## src/rtl/hazard_ctrl_pkg.sv

```systemverilog
// Shared constants for the hazard controller:
// control-word field positions and forwarding source codes.
package hazard_ctrl_pkg;

  localparam int CTRL_LEN = 17;

  localparam int TUSE_RS_HI = 16;
  localparam int TUSE_RS_LO = 14;
  localparam int TUSE_RT_HI = 13;
  localparam int TUSE_RT_LO = 11;
  localparam int TNEW_HI    = 10;
  localparam int TNEW_LO    = 8;

  localparam logic [1:0] FWD_RF = 2'd0;
  localparam logic [1:0] FWD_E  = 2'd1;
  localparam logic [1:0] FWD_M  = 2'd2;
  localparam logic [1:0] FWD_W  = 2'd3;

  localparam logic [2:0] TUSE_NONE = 3'd7;

endpackage

```

## src/rtl/hazard_sb_stage.sv

```systemverilog
// One shadow-scoreboard entry (valid, dst, tnew).
// DEC selects a saturating tnew decrement on load.
module hazard_sb_stage #(
  parameter int TW  = 3,
  parameter bit DEC = 1'b1
) (
  input  logic          Clk,
  input  logic          Reset,
  input  logic          i_valid,
  input  logic [4:0]    i_dst,
  input  logic [TW-1:0] i_tnew,
  output logic          o_valid,
  output logic [4:0]    o_dst,
  output logic [TW-1:0] o_tnew
);

  logic          r_valid;
  logic [4:0]    r_dst;
  logic [TW-1:0] r_tnew;
  logic [TW-1:0] w_tnew;

  always_comb begin
    w_tnew = i_tnew;
    if (DEC && (i_tnew != '0))
      w_tnew = i_tnew - TW'(1);
  end

  always_ff @(posedge Clk) begin
    if (Reset) begin
      r_valid <= 1'b0;
      r_dst   <= '0;
      r_tnew  <= '0;
    end else begin
      r_valid <= i_valid;
      r_dst   <= i_dst;
      r_tnew  <= w_tnew;
    end
  end

  assign o_valid = r_valid;
  assign o_dst   = r_dst;
  assign o_tnew  = r_tnew;

endmodule

```

## src/rtl/hazard_ctrl.sv

```systemverilog
// Stall/flush and D-stage forwarding control for the
// 5-stage pipeline, including the mult/div busy counter.
module hazard_ctrl
  import hazard_ctrl_pkg::*;
#(
  parameter int MULT_CYCLES = 5,
  parameter int DIV_CYCLES  = 10,
  parameter int TW          = 3
) (
  input  logic          Clk,
  input  logic          Reset,
  input  logic [4:0]    D_Rs,
  input  logic [4:0]    D_Rt,
  input  logic [TW-1:0] D_TUseRs,
  input  logic [TW-1:0] D_TUseRt,
  input  logic [4:0]    D_Dst,
  input  logic          D_RegWrite,
  input  logic [TW-1:0] D_TNew,
  input  logic          D_IsMD,
  input  logic          D_MDStart,
  input  logic          D_MDIsDiv,
  output logic          Stall,
  output logic          FlushE,
  output logic [1:0]    FwdRsD,
  output logic [1:0]    FwdRtD,
  output logic          MDBusy
);

  localparam int CW = $clog2(DIV_CYCLES + 1);

  logic          w_stall;
  logic          w_e_valid;
  logic [2:0]    w_v;
  logic [4:0]    w_d [3];
  logic [TW-1:0] w_t [3];

  logic          w_hit_rs;
  logic          w_hit_rt;
  logic [1:0]    w_src_rs;
  logic [1:0]    w_src_rt;
  logic [TW-1:0] w_tn_rs;
  logic [TW-1:0] w_tn_rt;
  logic          w_stall_rs;
  logic          w_stall_rt;
  logic          w_stall_md;

  logic [CW-1:0] r_md_cnt;

  // A stalled D instruction enters E as a bubble.
  assign w_e_valid = !w_stall && D_RegWrite
                   && (D_Dst != 5'd0);

  hazard_sb_stage #(.TW(TW), .DEC(1'b0)) u_sb_e (
    .Clk     (Clk),
    .Reset   (Reset),
    .i_valid (w_e_valid),
    .i_dst   (D_Dst),
    .i_tnew  (D_TNew),
    .o_valid (w_v[0]),
    .o_dst   (w_d[0]),
    .o_tnew  (w_t[0])
  );

  hazard_sb_stage #(.TW(TW), .DEC(1'b1)) u_sb_m (
    .Clk     (Clk),
    .Reset   (Reset),
    .i_valid (w_v[0]),
    .i_dst   (w_d[0]),
    .i_tnew  (w_t[0]),
    .o_valid (w_v[1]),
    .o_dst   (w_d[1]),
    .o_tnew  (w_t[1])
  );

  hazard_sb_stage #(.TW(TW), .DEC(1'b1)) u_sb_w (
    .Clk     (Clk),
    .Reset   (Reset),
    .i_valid (w_v[1]),
    .i_dst   (w_d[1]),
    .i_tnew  (w_t[1]),
    .o_valid (w_v[2]),
    .o_dst   (w_d[2]),
    .o_tnew  (w_t[2])
  );

  // Scan oldest to youngest so the youngest match wins.
  always_comb begin
    w_hit_rs = 1'b0;
    w_hit_rt = 1'b0;
    w_src_rs = FWD_RF;
    w_src_rt = FWD_RF;
    w_tn_rs  = '0;
    w_tn_rt  = '0;
    for (int i = 2; i >= 0; i--) begin
      if (w_v[i] && (D_Rs != 5'd0)
          && (w_d[i] == D_Rs)) begin
        w_hit_rs = 1'b1;
        w_src_rs = FWD_E + 2'(i);
        w_tn_rs  = w_t[i];
      end
      if (w_v[i] && (D_Rt != 5'd0)
          && (w_d[i] == D_Rt)) begin
        w_hit_rt = 1'b1;
        w_src_rt = FWD_E + 2'(i);
        w_tn_rt  = w_t[i];
      end
    end
  end

  assign w_stall_rs = w_hit_rs && (w_tn_rs > D_TUseRs);
  assign w_stall_rt = w_hit_rt && (w_tn_rt > D_TUseRt);
  assign w_stall_md = D_IsMD && (r_md_cnt != '0);
  assign w_stall    = w_stall_rs | w_stall_rt | w_stall_md;

  always_ff @(posedge Clk) begin
    if (Reset)
      r_md_cnt <= '0;
    else if (D_MDStart && !w_stall)
      r_md_cnt <= D_MDIsDiv ? CW'(DIV_CYCLES)
                            : CW'(MULT_CYCLES);
    else if (r_md_cnt != '0)
      r_md_cnt <= r_md_cnt - CW'(1);
  end

  assign Stall  = w_stall;
  assign FlushE = w_stall;
  assign MDBusy = (r_md_cnt != '0);

  assign FwdRsD = (w_hit_rs && (w_tn_rs == '0))
                ? w_src_rs : FWD_RF;
  assign FwdRtD = (w_hit_rt && (w_tn_rt == '0))
                ? w_src_rt : FWD_RF;

endmodule
```

## config.mk

```make
export PLATFORM = sky130hd
export DESIGN_NAME = hazard_ctrl
export DESIGN_NICKNAME = d
export VERILOG_FILES = /design/src/rtl/hazard_ctrl_pkg.sv /design/src/rtl/hazard_sb_stage.sv /design/src/rtl/hazard_ctrl.sv
export SDC_FILE = /design/constraint.sdc
export NUM_CORES = 1
export LEC_CHECK = 0
export ABC_CLOCK_PERIOD_IN_PS = 2700
export BUFFER_PORTS_ARGS = -buffer_cell sky130_fd_sc_hd__buf_4
export CAP_MARGIN = 40
export CELL_PAD_IN_SITES_DETAIL_PLACEMENT = 0
export CELL_PAD_IN_SITES_GLOBAL_PLACEMENT = 2
export CORE_AREA = 2 2 119 63
export CTS_BUF_LIST = sky130_fd_sc_hd__clkbuf_4 sky130_fd_sc_hd__clkbuf_8 sky130_fd_sc_hd__clkbuf_16
export CTS_CLUSTER_DIAMETER = 200
export DETAILED_ROUTE_END_ITERATION = 10
export DIE_AREA = 0 0 121 65
export PLACE_DENSITY_LB_ADDON = 0.1
export SLEW_MARGIN = 20
export SYNTH_ARGS = -nofsm -noshare
export SYNTH_HDL_FRONTEND = slang
export SYNTH_SLANG_ARGS = --single-unit
```

## constraint.sdc

```tcl
create_clock -name Clk -period 2.7 [get_ports Clk]
set_input_delay 0.135 -clock Clk [delete_from_list [all_inputs] [get_ports Clk]]
set_output_delay 0.135 -clock Clk [all_outputs]
set_load 0.1 [all_outputs]
```

### Word-level counts from Yosys, hierarchy flattened

Index checks and enable logic that the tools add are counted.

| cells by class | value |
|---|---|
| add/sub/neg operators | 3 |
| order comparisons | 2 |
| eq/ne operators | 6 |
| mux-type cells | 25 |
| bitwise operators | 2 |
| reduce and logical (&&, ||, !) cells | 30 |

Operators by type and width:

| kind | number |
|---|---|
| equality test 5 bit | 6 |
| 2-to-1 mux 3 bit | 8 |
| logical AND 1 bit | 20 |
| 2-to-1 mux 2 bit | 8 |
| nonzero test 5 bit | 3 |
| 2-to-1 mux 4 bit | 3 |
| greater-than comparator 3 bit | 2 |
| logical NOT 3 bit | 2 |
| 2-to-1 mux 1 bit | 6 |
| nonzero test 3 bit | 2 |
| subtractor 3 x 1 -> 3 bit, second input constant | 2 |
| nonzero test 4 bit | 1 |
| subtractor 4 x 1 -> 4 bit, second input constant | 1 |
| OR 1 bit | 2 |
| nonzero test 2 bit | 1 |
| logical NOT 1 bit | 1 |

| word-level totals | value |
|---|---|
| bits in registers | 31 |
| input port bits | 30 |
| output and inout port bits | 7 |
| logic and storage cells | 78 |

### Depth between registers and ports, before layout

Gate-level depths: netlist of the first run.

| depth | value |
|---|---|
| depth in word-level cells | 13 |
| depth in mapped cells | 14 |
| gate-level depth less buffers | 13 |

### Cells and area by module

A second synthesis of the first run with hierarchy kept.

| second synthesis, totals | value |
|---|---|
| cell total of the unflattened synthesis | 217 |
| area, all modules | 2015.7 µm² |

Modules (own cells, without submodules):

| module | instances | cells each | area an instance (µm²) | sequential area each (µm²) |
|---|---|---|---|---|
| hazard_ctrl | 1 | 145 | 1163.6 | 80.1 |
| hazard_sb_stage at u_sb_m ... | 2 | 27 | 307.8 | 180.2 |
| hazard_sb_stage at u_sb_e | 1 | 18 | 236.5 | 180.2 |

### Worst setup path after synthesis of the first run

OpenSTA, ideal clock, no wires.

| timing | value |
|---|---|
| kind | reg-to-output |
| from | reg u_sb_m.r_dst[2], in the netlist u_sb_m.o_dst[2] |
| to | out FwdRtD[0] |
| arrival time | 4460 ps |
| required time | 2565 ps |
| setup slack | -1895 ps |
| stages on the path, launching flop included | 8 |
| buffers on the path | 1 |
| path through | dfxtp_1 -> xnor2_1 -> nand4_2 -> or3_4 -> buf_6 -> and3_2 -> o31a_1 -> nor4_1 |

| between the ends | value |
|---|---|
| word-level cells in the longest chain between the ends | 7 |
| elaborated cells on any way between the ends | 11 |
| classes of those cells | 1 x eq/ne; 7 x mux; 3 x reduce/logical |

Ends and longest elaborated chain:

| what | RTL line | RTL |
|---|---|---|
| from (decl) | hazard_sb_stage.sv:18 | `logic [4:0] r_dst;` |
| from (signal assigned) | hazard_sb_stage.sv:35 | `r_dst <= i_dst;` |
| equality test 5 bit (*) | hazard_ctrl.sv:102 | `&& (w_d[i] == D_Rt)) begin` |
| logical AND 1 bit (*) | hazard_ctrl.sv:102 |  |
| 2-to-1 mux 3 bit (2 in series) | hazard_ctrl.sv:101 | `if (w_v[i] && (D_Rt != 5'd0)` |
| logical NOT 3 bit | hazard_ctrl.sv:131 | `assign FwdRtD = (w_hit_rt && (w_tn_rt == '0))` |
| logical AND 1 bit | hazard_ctrl.sv:131 |  |
| 2-to-1 mux 2 bit (*) | hazard_ctrl.sv:132 | `? w_src_rt : FWD_RF;` |
| to (decl) | hazard_ctrl.sv:25 | `output logic [1:0] FwdRtD,` |

Every way passes the cells marked *; elsewhere a longest branch is shown, timed or not.

### Worst setup path in the final report of the first run

| timing | value |
|---|---|
| from | reg u_sb_m.r_dst[0], in the netlist u_sb_m.o_dst[0] |
| to | out FlushE |

| between the ends | value |
|---|---|
| word-level cells in the longest chain between the ends | 8 |
| elaborated cells on any way between the ends | 18 |
| classes of those cells | 2 x order compare; 2 x eq/ne; 8 x mux; 2 x bitwise; 4 x reduce/logical |

Ends and longest elaborated chain:

| what | RTL line | RTL |
|---|---|---|
| equality test 5 bit, on equally long branches | hazard_ctrl.sv:96, hazard_ctrl.sv:102 |  |
| logical AND 1 bit, on equally long branches | hazard_ctrl.sv:96, hazard_ctrl.sv:102 |  |
| 2-to-1 mux 3 bit, on equally long branches (2 in series) | hazard_ctrl.sv:95, hazard_ctrl.sv:101 |  |
| greater-than comparator 3 bit, on equally long branches | hazard_ctrl.sv:110, hazard_ctrl.sv:111 |  |
| logical AND 1 bit, on equally long branches | hazard_ctrl.sv:110, hazard_ctrl.sv:111 |  |
| OR 1 bit (*) (2 in series) | hazard_ctrl.sv:113 | `assign w_stall = w_stall_rs \| w_stall_rt \| w_stall_md;` |
| to (decl) | hazard_ctrl.sv:23 | `output logic FlushE,` |

Marks and branches as above.

==> results of run 1 <==
==> what timing repair did <==
action / CTS / global route
gates resized for setup: 23 / 23
setup endpoints to repair: 8 / 11
buffers inserted: 11 / 2
pin swaps: 7 / 19
==> final timing paths <==
path	start	end	slack (ns)	depth (start not counted)
setup reg to reg	u_sb_m.o_dst[4]	u_sb_e.o_valid	-0.35	17
hold / removal	D_TNew[2]	u_sb_e.o_tnew[2]	0.07	2
hold reg to reg	u_sb_m.o_valid	u_sb_w.o_valid	0.49	1
setup / recovery	u_sb_m.o_dst[0]	FlushE	-0.38	12
==> layer usage <==
metal	wire (um)	up-vias	part of all wire [%]
met2	1960	38	37
li1	-	930	-
met4	47	0	0.88
met1	3090	788	58
met5	0	-	0
met3	263	4	4.9
==> cell type report <==
type | instances | area [um^2] | area share [%]
Multi-Input combinational cell | 165 | 1550 | 48.1
Clock inverter | 1 | 5.00 | 0.156
Tap cell | 96 | 120 | 3.74
Clock buffer | 6 | 139 | 4.32
Sequential cell | 31 | 634 | 19.7
Timing Repair Buffer | 88 | 712 | 22.1
Inverter | 16 | 60.1 | 1.87
==> synthesized netlist by cell type (4+ instances only) <==
cell type	n	area share, %
mux2i_1	4	2.0
nor3_1	5	1.2
xnor2_1	30	13
nor2b_1	23	7.2
nor2_1	16	3.0
xor2_1	4	1.7
nand2_1	11	2.1
nand4_1	7	2.2
a21oi_1	5	1.2
inv_1	16	3.0
clkbuf_1	4	0.75
ha_1	12	7.5
dfxtp_1	31	31
==> through the flow <==
step	std cells	instance area [um^2]	utilization [%]	total power [W]
after detailed placement	387	2770	39.7	0.00123
final	403	3220	46.2	0.00190
after CTS	405	3110	44.6	0.00188
after global routing	403	3220	46.2	0.00200
after floorplan	219	2110	-	0.00108
after global placement	387	2770	39.7	0.00125
==> flip-flops by register name (all words and copies together) (netlist names) <==
| register | count |
|---|---|
| u_sb_e.o_dst | 5 |
| u_sb_m.o_dst | 5 |
| u_sb_w.o_valid | 1 |
| u_sb_w.o_dst | 5 |
| r_md_cnt | 4 |
| u_sb_e.o_valid | 1 |
| u_sb_e.o_tnew | 3 |
| u_sb_w.o_tnew | 3 |
| u_sb_m.o_tnew | 3 |
| u_sb_m.o_valid | 1 |
==> power breakdown <==
part           internal [W]  total (W)  switching, W
Sequential         0.000511   0.000555     0.0000444
Combinational      0.000329   0.000788      0.000459
Clock              0.000359   0.000555      0.000196
==> cells by family after synthesis <==
kind of cell	count (synthesis)	share of synthesized area, %
AOI/OAI and AO/OA	24	8.62
xor gates and xnor gates	34	14.9
adders and majority gates	12	7.50
buffers and inverters	23	5.25
DFF	31	31.0
muxes	4	2.00
and+or+nand+nor	91	30.7
==> flow_summary.json, run 1 <==
{
  "fin_setup_tns_ns": -2.18,
  "cts.sinks": 31,
  "path_cells": "xnor2_2, nand4_1, or3_4, and3_4, o31a_1, ha_1, nor2b_4, o21ai_2, a32oi_2, o31ai_4, nand3_4, buf_12",
  "async_reset_ff_share_pct": 0,
  "port_buffers": 36,
  "slowest_stage": "or3_4",
  "synth_nets": 261,
  "cts_hold_buf": 0,
  "clk-insertion-delay-late_ns": 0.27,
  "syn_inst": 219,
  "use_met1_pct": 23.9,
  "fmax_mhz": 324,
  "via_count": 1760,
  "fin_skew_ns": 0.00443,
  "drtIter0Drc": 90,
  "cts.path.max_buffers": 2,
  "grt_use_met3_pct": 3.35,
  "grt_pass1_vias": 1707,
  "seq_area_frac_synth_pct": 31.0,
  "path_delay_family": "simple AND/OR/NAND/NOR gates",
  "rsz0062_at_grt": "true",
  "n_fill_cell": 686,
  "ant_nets": 0,
  "antenna_cells": 0,
  "cp.arrival_ns": 2.95,
  "io-pin-count": 37,
  "tightestPinTransition_ns": 0.438,
  "worstPathRequired_ns": 2.57,
  "start_util_pct": 28.7,
  "grt_max_degree": 34,
  "wirelength_mm": 5.37,
  "yosysUniqueCellTypes": 41,
  "outcome": "complete, but fails checks",
  "cts_tree": "built",
  "syn-cell-area_um2": 2000,
  "die_height_um": 65,
  "area_growth_pct": 60.6,
  "max_stage_delay_ns": 0.38,
  "place_congestion": 0.762,
  "dp_slack_ns": -0.360,
  "gr-usage-all-layers_pct": 14.7,
  "drc_errors": 0,
  "viasPerCell": 4.37,
  "post-route-min-period_ns": 3.08,
  "worstSetupStartpointType": "flop",
  "mostFrequentLayoutCell": "buf_4",
  "violations": "setup timing",
  "htreeDepth": 2,
  "routedWlPerCell_um": 13.3,
  "slew_violations": 0,
  "numCtsBuffers": 5,
  "grt_util_met2_pct": 18.3,
  "finalWorstSetupSlack_ns": -0.385,
  "dp_hpwl_mm": 4.25,
  "crit_buf_inv": 1,
  "slew_headroom_pct": 70.6,
  "nets": 349,
  "power_density_nw_per_um2": 590,
  "overflow": 0,
  "whs_ns": 0.0688,
  "die_w_um": 121,
  "hold_viol_final": 0,
  "synth_area_per_cell_um2": 9.14,
  "grt-busiest-layer": "met1",
  "cts_root_buf": "clkbuf_16",
  "grt_antenna_before_repair": 0,
  "drive_above_1_share_pct": 47.2,
  "rows": 22,
  "min_path_type": "primary input to flop",
  "clk_pin_slew_ns": 0.05,
  "ir_worst_vdd_mv": 0.704,
  "end_kind": "output pin",
  "yosys_warnings": 0,
  "cp_max_fo": 4,
  "layout_common_cells": "buf_4 (79), dfxtp_1 (26), xnor2_1 (22), nor2b_1 (22)",
  "setup_viol": 7,
  "post-route-period-util_pct": 114,
  "drt_first_pass_iters": 4,
  "synth_ff_type": "dfxtp_1",
  "ys_ff_latch": 31,
  "fp.coreArea_um2": 6960,
  "synth_edf_count": 0,
  "die_area_um2": 7870,
  "leakagePower_nw": 1.33,
  "maxCapViolCount": 0,
  "criticalPathCategory": "flop to output pin",
  "grt_first_pass_wirelength_mm": 8.74
}
No activity file was read; power rests on OpenSTA's default activity.
==> run 2, diff against run 1 <==
--- a/config.mk
+++ b/config.mk
@@ -5,16 +5,17 @@
 export SDC_FILE = /design/constraint.sdc
 export NUM_CORES = 1
 export LEC_CHECK = 0
-export ABC_CLOCK_PERIOD_IN_PS = 2700
+export ABC_CLOCK_PERIOD_IN_PS = 3700
 export BUFFER_PORTS_ARGS = -buffer_cell sky130_fd_sc_hd__buf_4
 export CAP_MARGIN = 40
 export CELL_PAD_IN_SITES_DETAIL_PLACEMENT = 0
 export CELL_PAD_IN_SITES_GLOBAL_PLACEMENT = 2
-export CORE_AREA = 2 2 119 63
+export CORE_AREA = 2 2 109 58
 export CTS_BUF_LIST = sky130_fd_sc_hd__clkbuf_4 sky130_fd_sc_hd__clkbuf_8 sky130_fd_sc_hd__clkbuf_16
 export CTS_CLUSTER_DIAMETER = 200
 export DETAILED_ROUTE_END_ITERATION = 10
-export DIE_AREA = 0 0 121 65
+export DIE_AREA = 0 0 111 60
+export GPL_TIMING_DRIVEN = 0
 export PLACE_DENSITY_LB_ADDON = 0.1
 export SLEW_MARGIN = 20
 export SYNTH_ARGS = -nofsm -noshare
==> constraint.sdc (replaced) <==
create_clock -name Clk -period 3.7 [get_ports Clk]
set_input_delay 0.185 -clock Clk [delete_from_list [all_inputs] [get_ports Clk]]
set_output_delay 0.185 -clock Clk [all_outputs]
set_load 0.1 [all_outputs]
==> run 2 against run 1 <==
Effect of this change: the flow now finishes without violations; utilization shrank 2.3 points; final cell count down 16%; clock power decreased by 23%; clock skew is 0.00078 ns lower; largest cell class unchanged; via count is 13% lower; combinational power down 42%; non-clock buffer count shrank 45; sequential share of layout area rose by 4.8 points; clock-buffer cell count rose by 2; worst setup slack gained 0.59 ns; routed wire length fell by 15%; design area decreased by 21%.
==> flow_summary.json, run 2 (synthesized netlist as in run 1, its figures left out) <==
{
  "outcome": "finished clean",
  "grt_antenna_before_repair": 0,
  "dr_wl_met2_mm": 1.57,
  "mostFrequentLayoutCell": "buf_4",
  "place_area_um2": 2370,
  "p_int_w": 0.000828,
  "port_buffers": 36,
  "slew_violations": 0,
  "worstSetupStartpointType": "flop",
  "grt_pass1_vias": 1504,
  "worstPathRequired_ns": 3.51,
  "routedWlPerCell_um": 13.5,
  "worstReg2RegEnd": "r_md_cnt[2]",
  "hold_start": "D_TNew[1]",
  "post_cts_buffers": 0,
  "hold_viol_final": 0,
  "fp.coreArea_um2": 5780,
  "htreeDepth": 2,
  "area_growth_pct": 26.6,
  "ant_nets": 0,
  "clk-insertion-delay-late_ns": 0.27,
  "die_height_um": 60,
  "via_count": 1540,
  "rr_worst_depth": 13,
  "slowest_stage": "dfxtp_1",
  "whs_ns": 0.129,
  "fin_util_pct": 43.8,
  "seq_power_share_pct": 31.4,
  "fin_setup_tns_ns": 0,
  "setup_viol": 0,
  "die_area_um2": 6660,
  "wl_met3_um": 344,
  "tightestPinTransition_ns": 0.584,
  "grt_max_degree": 11,
  "overflow": 0,
  "start_util_pct": 34.6,
  "p_clk_share_pct": 33.1,
  "maxCapViolCount": 0,
  "slew_headroom_pct": 61.0,
  "cts_root_buf": "clkbuf_16",
  "wirelength_mm": 4.59,
  "end_kind": "output pin",
  "rsz0062_at_grt": "false",
  "antenna_cells": 0,
  "dp_hpwl_mm": 3.76,
  "crit_top_cell": "buf_4",
  "cts_hold_buf": 0,
  "setup.worst_path.end": "Stall",
  "ir_worst_vdd_mv": 0.494,
  "drive_above_1_share_pct": 24.3,
  "cts.path.max_buffers": 2,
  "io-pin-count": 37,
  "drc_errors": 0,
  "gr-usage-all-layers_pct": 15.2,
  "highest_layer": "met3",
  "crit_start": "u_sb_m.o_dst[4]",
  "switching_share_pct": 35.8,
  "pwr-share-comb_pct": 35.5,
  "cp.arrival_ns": 3.31,
  "fin_skew_ns": 0.00365,
  "min_path_type": "primary input to flop",
  "nets": 304,
  "path_cells": "xnor2_1, nand4_1, or3_4, buf_6, and3_1, o31a_1, ha_1, nor2b_1, o21ai_0, a32oi_1, o31ai_2, nand3_2, buf_4, buf_4",
  "cts_resized": 0,
  "clk_pin_slew_ns": 0.05,
  "cts_tree": "built",
  "cp_max_fo": 5,
  "post-route-period-util_pct": 94.4,
  "drt_first_pass_iters": 4,
  "numCtsBuffers": 5,
  "place_congestion": 0.764,
  "p_sw_w": 0.000463,
  "viasPerCell": 4.53,
  "post-route-min-period_ns": 3.49,
  "power_density_nw_per_um2": 509,
  "criticalPathCategory": "flop to output pin",
  "fmax_mhz": 286,
  "drtIter0Drc": 80,
  "leakagePower_nw": 1.03,
  "dp_slack_ns": 0.444,
  "grt_first_pass_wirelength_mm": 7.76,
  "r2r_setup_slack_ns": 0.54,
  "stdcell_area_um2": 2530,
  "rows": 20,
  "layout_common_cells": "buf_4 (37), dfxtp_1 (31), xnor2_1 (30), nor2b_1 (23)",
  "max_stage_delay_ns": 0.42,
  "cts.sinks": 31,
  "die_w_um": 111,
  "wl_met1_mm": 2.68,
  "finalWorstSetupSlack_ns": 0.207,
  "r2r_start": "u_sb_m.o_dst[4]"
}
-- run 2: power groups by stage --
stage	registers, W	logic (W)	clock network (W)
after floorplan	0.000401	0.000360	0
after global placement	0.000412	0.000462	0
after detailed placement	0.000412	0.000460	0
after CTS	0.000405	0.000462	0.000436
after global routing	0.000411	0.000499	0.000454
final	0.000405	0.000458	0.000427
-- run 2: final cells by class --
cell class | instances | area, um^2
Sequential cell | 31 | 621
Multi-Input combinational cell | 165 | 1280
Fill cell | 584 | 3250
Timing Repair Buffer | 36 | 270
Clock buffer | 8 | 160
Buffer | 7 | 45.0
Inverter | 16 | 60.1
Tap cell | 77 | 96.3
-- run 2: worst max-delay path: cells and delay by family (launching register included) --
family | cells | cell delay (ns)
AO/OA/AOI/OAI | 4 | 0.74
XOR/XNOR | 1 | 0.15
adder cells (fa/ha/maj) | 1 | 0.31
buffers and inverters | 3 | 0.51
flip-flops | 1 | 0.42
AND/OR/NAND/NOR | 5 | 0.90
-- run 2: worst min-delay path by stage --
stage	end	cells after the start	slack, ns
floorplan	r_md_cnt[2]	1	0.29
finish	u_sb_e.o_tnew[1]	2	0.13
detailed placement	u_sb_e.o_tnew[2]	2	0.40
CTS	u_sb_e.o_tnew[2]	2	0.12
global placement	u_sb_e.o_tnew[0]	2	0.40
global route	u_sb_e.o_tnew[1]	2	0.14
-- run 2: per-stage QoR --
step           power [W]  instances
2_1_floorplan   0.000761        219
3_3_place_gp    0.000874        332
3_5_place_dp    0.000871        332
4_1_cts          0.00130        340
5_1_grt          0.00136        340
6_report         0.00129        340
-- run 2: metal layers --
metal | track usage (%) | up-vias
met1 | 24.6 | 661
met5 | 0 | -
met3 | 4.26 | 0
met4 | 2.68 | 0
li1 | - | 835
met2 | 19.4 | 44
==> run 3, diff against run 2 <==
--- a/config.mk
+++ b/config.mk
@@ -5,16 +5,17 @@
 export SDC_FILE = /design/constraint.sdc
 export NUM_CORES = 1
 export LEC_CHECK = 0
+export ABC_AREA = 1
 export ABC_CLOCK_PERIOD_IN_PS = 3700
 export BUFFER_PORTS_ARGS = -buffer_cell sky130_fd_sc_hd__buf_4
 export CAP_MARGIN = 40
 export CELL_PAD_IN_SITES_DETAIL_PLACEMENT = 0
 export CELL_PAD_IN_SITES_GLOBAL_PLACEMENT = 2
-export CORE_AREA = 2 2 109 58
+export CORE_AREA = 2 2 118 63
 export CTS_BUF_LIST = sky130_fd_sc_hd__clkbuf_4 sky130_fd_sc_hd__clkbuf_8 sky130_fd_sc_hd__clkbuf_16
 export CTS_CLUSTER_DIAMETER = 200
 export DETAILED_ROUTE_END_ITERATION = 10
-export DIE_AREA = 0 0 111 60
+export DIE_AREA = 0 0 120 65
 export GPL_TIMING_DRIVEN = 0
 export PLACE_DENSITY_LB_ADDON = 0.1
 export SLEW_MARGIN = 20
==> run 3 against run 2 <==
Effect of this change: fmax rose by 11%; register-to-register slack improved by 0.53 ns; synthesized area rose by 5.6%; critical path type unchanged; non-clock buffer count fell by 4; power rose by 5.2%; first-iteration DRC count rose by 35%; die area rose by 17%.
==> flow_summary.json, run 3 <==
{
  "outcome": "finished clean",
  "cp.arrival_ns": 2.96,
  "die_height_um": 65,
  "place_area_um2": 2500,
  "whs_ns": 0.123,
  "mostFrequentLayoutCell": "nand2_1",
  "start_util_pct": 30.6,
  "finalWorstSetupSlack_ns": 0.551,
  "htreeDepth": 2,
  "overflow": 0,
  "syn_inst": 334,
  "grt_pass1_vias": 1885,
  "end_kind": "output pin",
  "place_congestion": 0.821,
  "hold_viol_final": 0,
  "layout_common_cells": "nand2_1 (106), inv_1 (53), buf_4 (37), dfxtp_1 (31), nor2_1 (30)",
  "ys_ff_latch": 31,
  "drt_first_pass_iters": 4,
  "synth_nets": 376,
  "cts_root_buf": "clkbuf_16",
  "drive_above_1_share_pct": 21.7,
  "post-route-min-period_ns": 3.15,
  "seqCellArea_um2": 621,
  "slew_violations": 0,
  "yosys-mux-area-fraction_pct": 0,
  "leakagePower_nw": 1.41,
  "io-pin-count": 37,
  "synth_most_common_cell": "nand2_1",
  "grt_first_pass_wirelength_mm": 9.86,
  "multiInputGateArea_um2": 1240,
  "fp.coreArea_um2": 6910,
  "rows": 22,
  "tightestPinTransition_ns": 0.642,
  "cp_max_fo": 8,
  "gr-usage-all-layers_pct": 16.9,
  "path_cells": "inv_1, nand2_1, nand2_1, inv_1, nand2_1, nor2_2, nand2_4, o21ai_0, inv_1, ha_1, nand3b_1, a32oi_1, a21oi_2, nand2_1, buf_4, buf_4",
  "dp_hpwl_mm": 5.09,
  "fmax_mhz": 318,
  "slew_headroom_pct": 57.2,
  "fin_skew_ns": 0.00734,
  "setup_viol": 0,
  "synthSimpleGateAreaFrac_pct": 38.8,
  "clk_pin_slew_ns": 0.05,
  "async_reset_ff_share_pct": 0,
  "cts_resized": 0,
  "ant_nets": 0,
  "routedWlPerCell_um": 12.7,
  "ir_worst_vdd_mv": 0.292,
  "clk-insertion-delay-late_ns": 0.27,
  "synth_edf_count": 0,
  "port_buffers": 36,
  "grt_max_degree": 12,
  "wirelength_mm": 6.01,
  "antenna_cells": 0,
  "cts.sinks": 31,
  "nets": 419,
  "grt_antenna_before_repair": 0,
  "synth.largest_area_cell": "dfxtp_1",
  "rsz0062_at_grt": "false",
  "n_fill_cell": 753,
  "drtIter0Drc": 108,
  "stdcell_area_um2": 2670,
  "syn-cell-area_um2": 2110,
  "worstPathRequired_ns": 3.51,
  "cts.path.max_buffers": 2,
  "synthTopCellsByCount": "nand2_1 (106), inv_1 (53), dfxtp_1 (31), nor2_1 (30), a21oi_1 (16)",
  "post-route-period-util_pct": 85.1,
  "die_w_um": 120,
  "path_delay_family": "simple AND/OR/NAND/NOR gates",
  "crit_top_cell": "nand2_1",
  "viasPerCell": 4.28,
  "slowest_stage": "dfxtp_1",
  "seq_area_frac_synth_pct": 29.3,
  "worstSetupStartpointType": "flop",
  "cts_hold_buf": 0,
  "criticalPathCategory": "flop to output pin",
  "yosys.area_share.xor_xnor_pct": 2.49,
  "synth_ff_type": "dfxtp_1",
  "yosysUniqueCellTypes": 31,
  "synth_top_family_by_area": "simple AND/OR/NAND/NOR gates",
  "drc_errors": 0,
  "numCtsBuffers": 5,
  "yosysTopAreaCellShare_pct": 29.3,
  "die_area_um2": 7800,
  "power_density_nw_per_um2": 507,
  "max_stage_delay_ns": 0.42,
  "synth.area.top_cells": "dfxtp_1 (29%), nand2_1 (19%), inv_1 (9.4%), ha_1 (7.1%), nor2_1 (5.3%)",
  "post_cts_buffers": 0,
  "dp_slack_ns": 0.847,
  "total_power_w": 0.00136,
  "area_growth_pct": 26.4,
  "cts_tree": "built",
  "via_count": 2029,
  "fin_setup_tns_ns": 0,
  "synth_area_per_cell_um2": 6.33,
  "crit_buf_inv": 5,
  "min_path_type": "primary input to flop",
  "yosys_warnings": 0,
  "synth_compound_area_share_pct": 10.4,
  "maxCapViolCount": 0,
  "yosys.area_share.adder_pct": 7.10
}
-- run 3: changes by cell type after synthesis, moves of 10 or more --
cell	previous run	this run
a21oi_1	5	16
inv_1	16	53
inv_2	0	10
nand2_1	11	106
nand3_1	1	13
nor2_1	16	30
nor2b_1	23	0
xnor2_1	30	5
-- run 3: metrics by stage --
step | util (%) | std cells
2_1_floorplan | - | 334
3_3_place_gp | 36.3 | 466
3_5_place_dp | 36.3 | 466
4_1_cts | 38.7 | 474
5_1_grt | 38.7 | 474
6_report | 38.7 | 474
-- run 3: final timing paths --
kind                                       from              end  slack (ns)  cells after the start
worst min-delay path                   D_Dst[3]  u_sb_e.o_dst[3]        0.12                      3
worst max-delay path            u_sb_e.o_dst[1]            Stall        0.55                     16
worst max register to register  u_sb_m.o_dst[4]      r_md_cnt[1]        1.07                     17
worst min register to register  u_sb_m.o_dst[2]  u_sb_w.o_dst[2]        0.48                      2
-- run 3: per-layer routing --
metal	up-vias	share of wire, %	GRT usage (%)
met4	0	0.45	3.09
met3	2	6.3	3.61
met2	41	32	19.6
li1	1112	-	-
met5	-	0	0
met1	874	62	29.1
-- run 3: power by group --
group | internal [W] | total [W] | leakage, nW | switching (W)
clock | 0.000317 | 0.000469 | 0.0838 | 0.000152
combinational | 0.000154 | 0.000482 | 1.07 | 0.000328
sequential | 0.000373 | 0.000406 | 0.256 | 0.0000332
-- run 3: layout make-up --
type / instances / area share [%]
Buffer: 3 / 0.562
Sequential cell: 31 / 23.2
Inverter: 63 / 8.84
Clock inverter: 3 / 1.64
Multi-Input combinational cell: 237 / 46.5
Tap cell: 96 / 4.49
Clock buffer: 5 / 4.68
Timing Repair Buffer: 36 / 10.1
-- run 3: cell families (layout without fill, tap and decap cells) --
logic type	Yosys count	count (layout)
simple gates	182	182
buf+inv	66	110
compound gates	37	37
flops	31	31
fa+ha+maj	12	12
xor+xnor	6	6
-- run 3: worst register-to-register path: cells and delay by family (launching register included) --
family,cells,cell delay (ns)
simple gates,7,0.95
compound gates,6,0.79
fa+ha+maj,1,0.25
buf+inv,3,0.20
flops,1,0.35
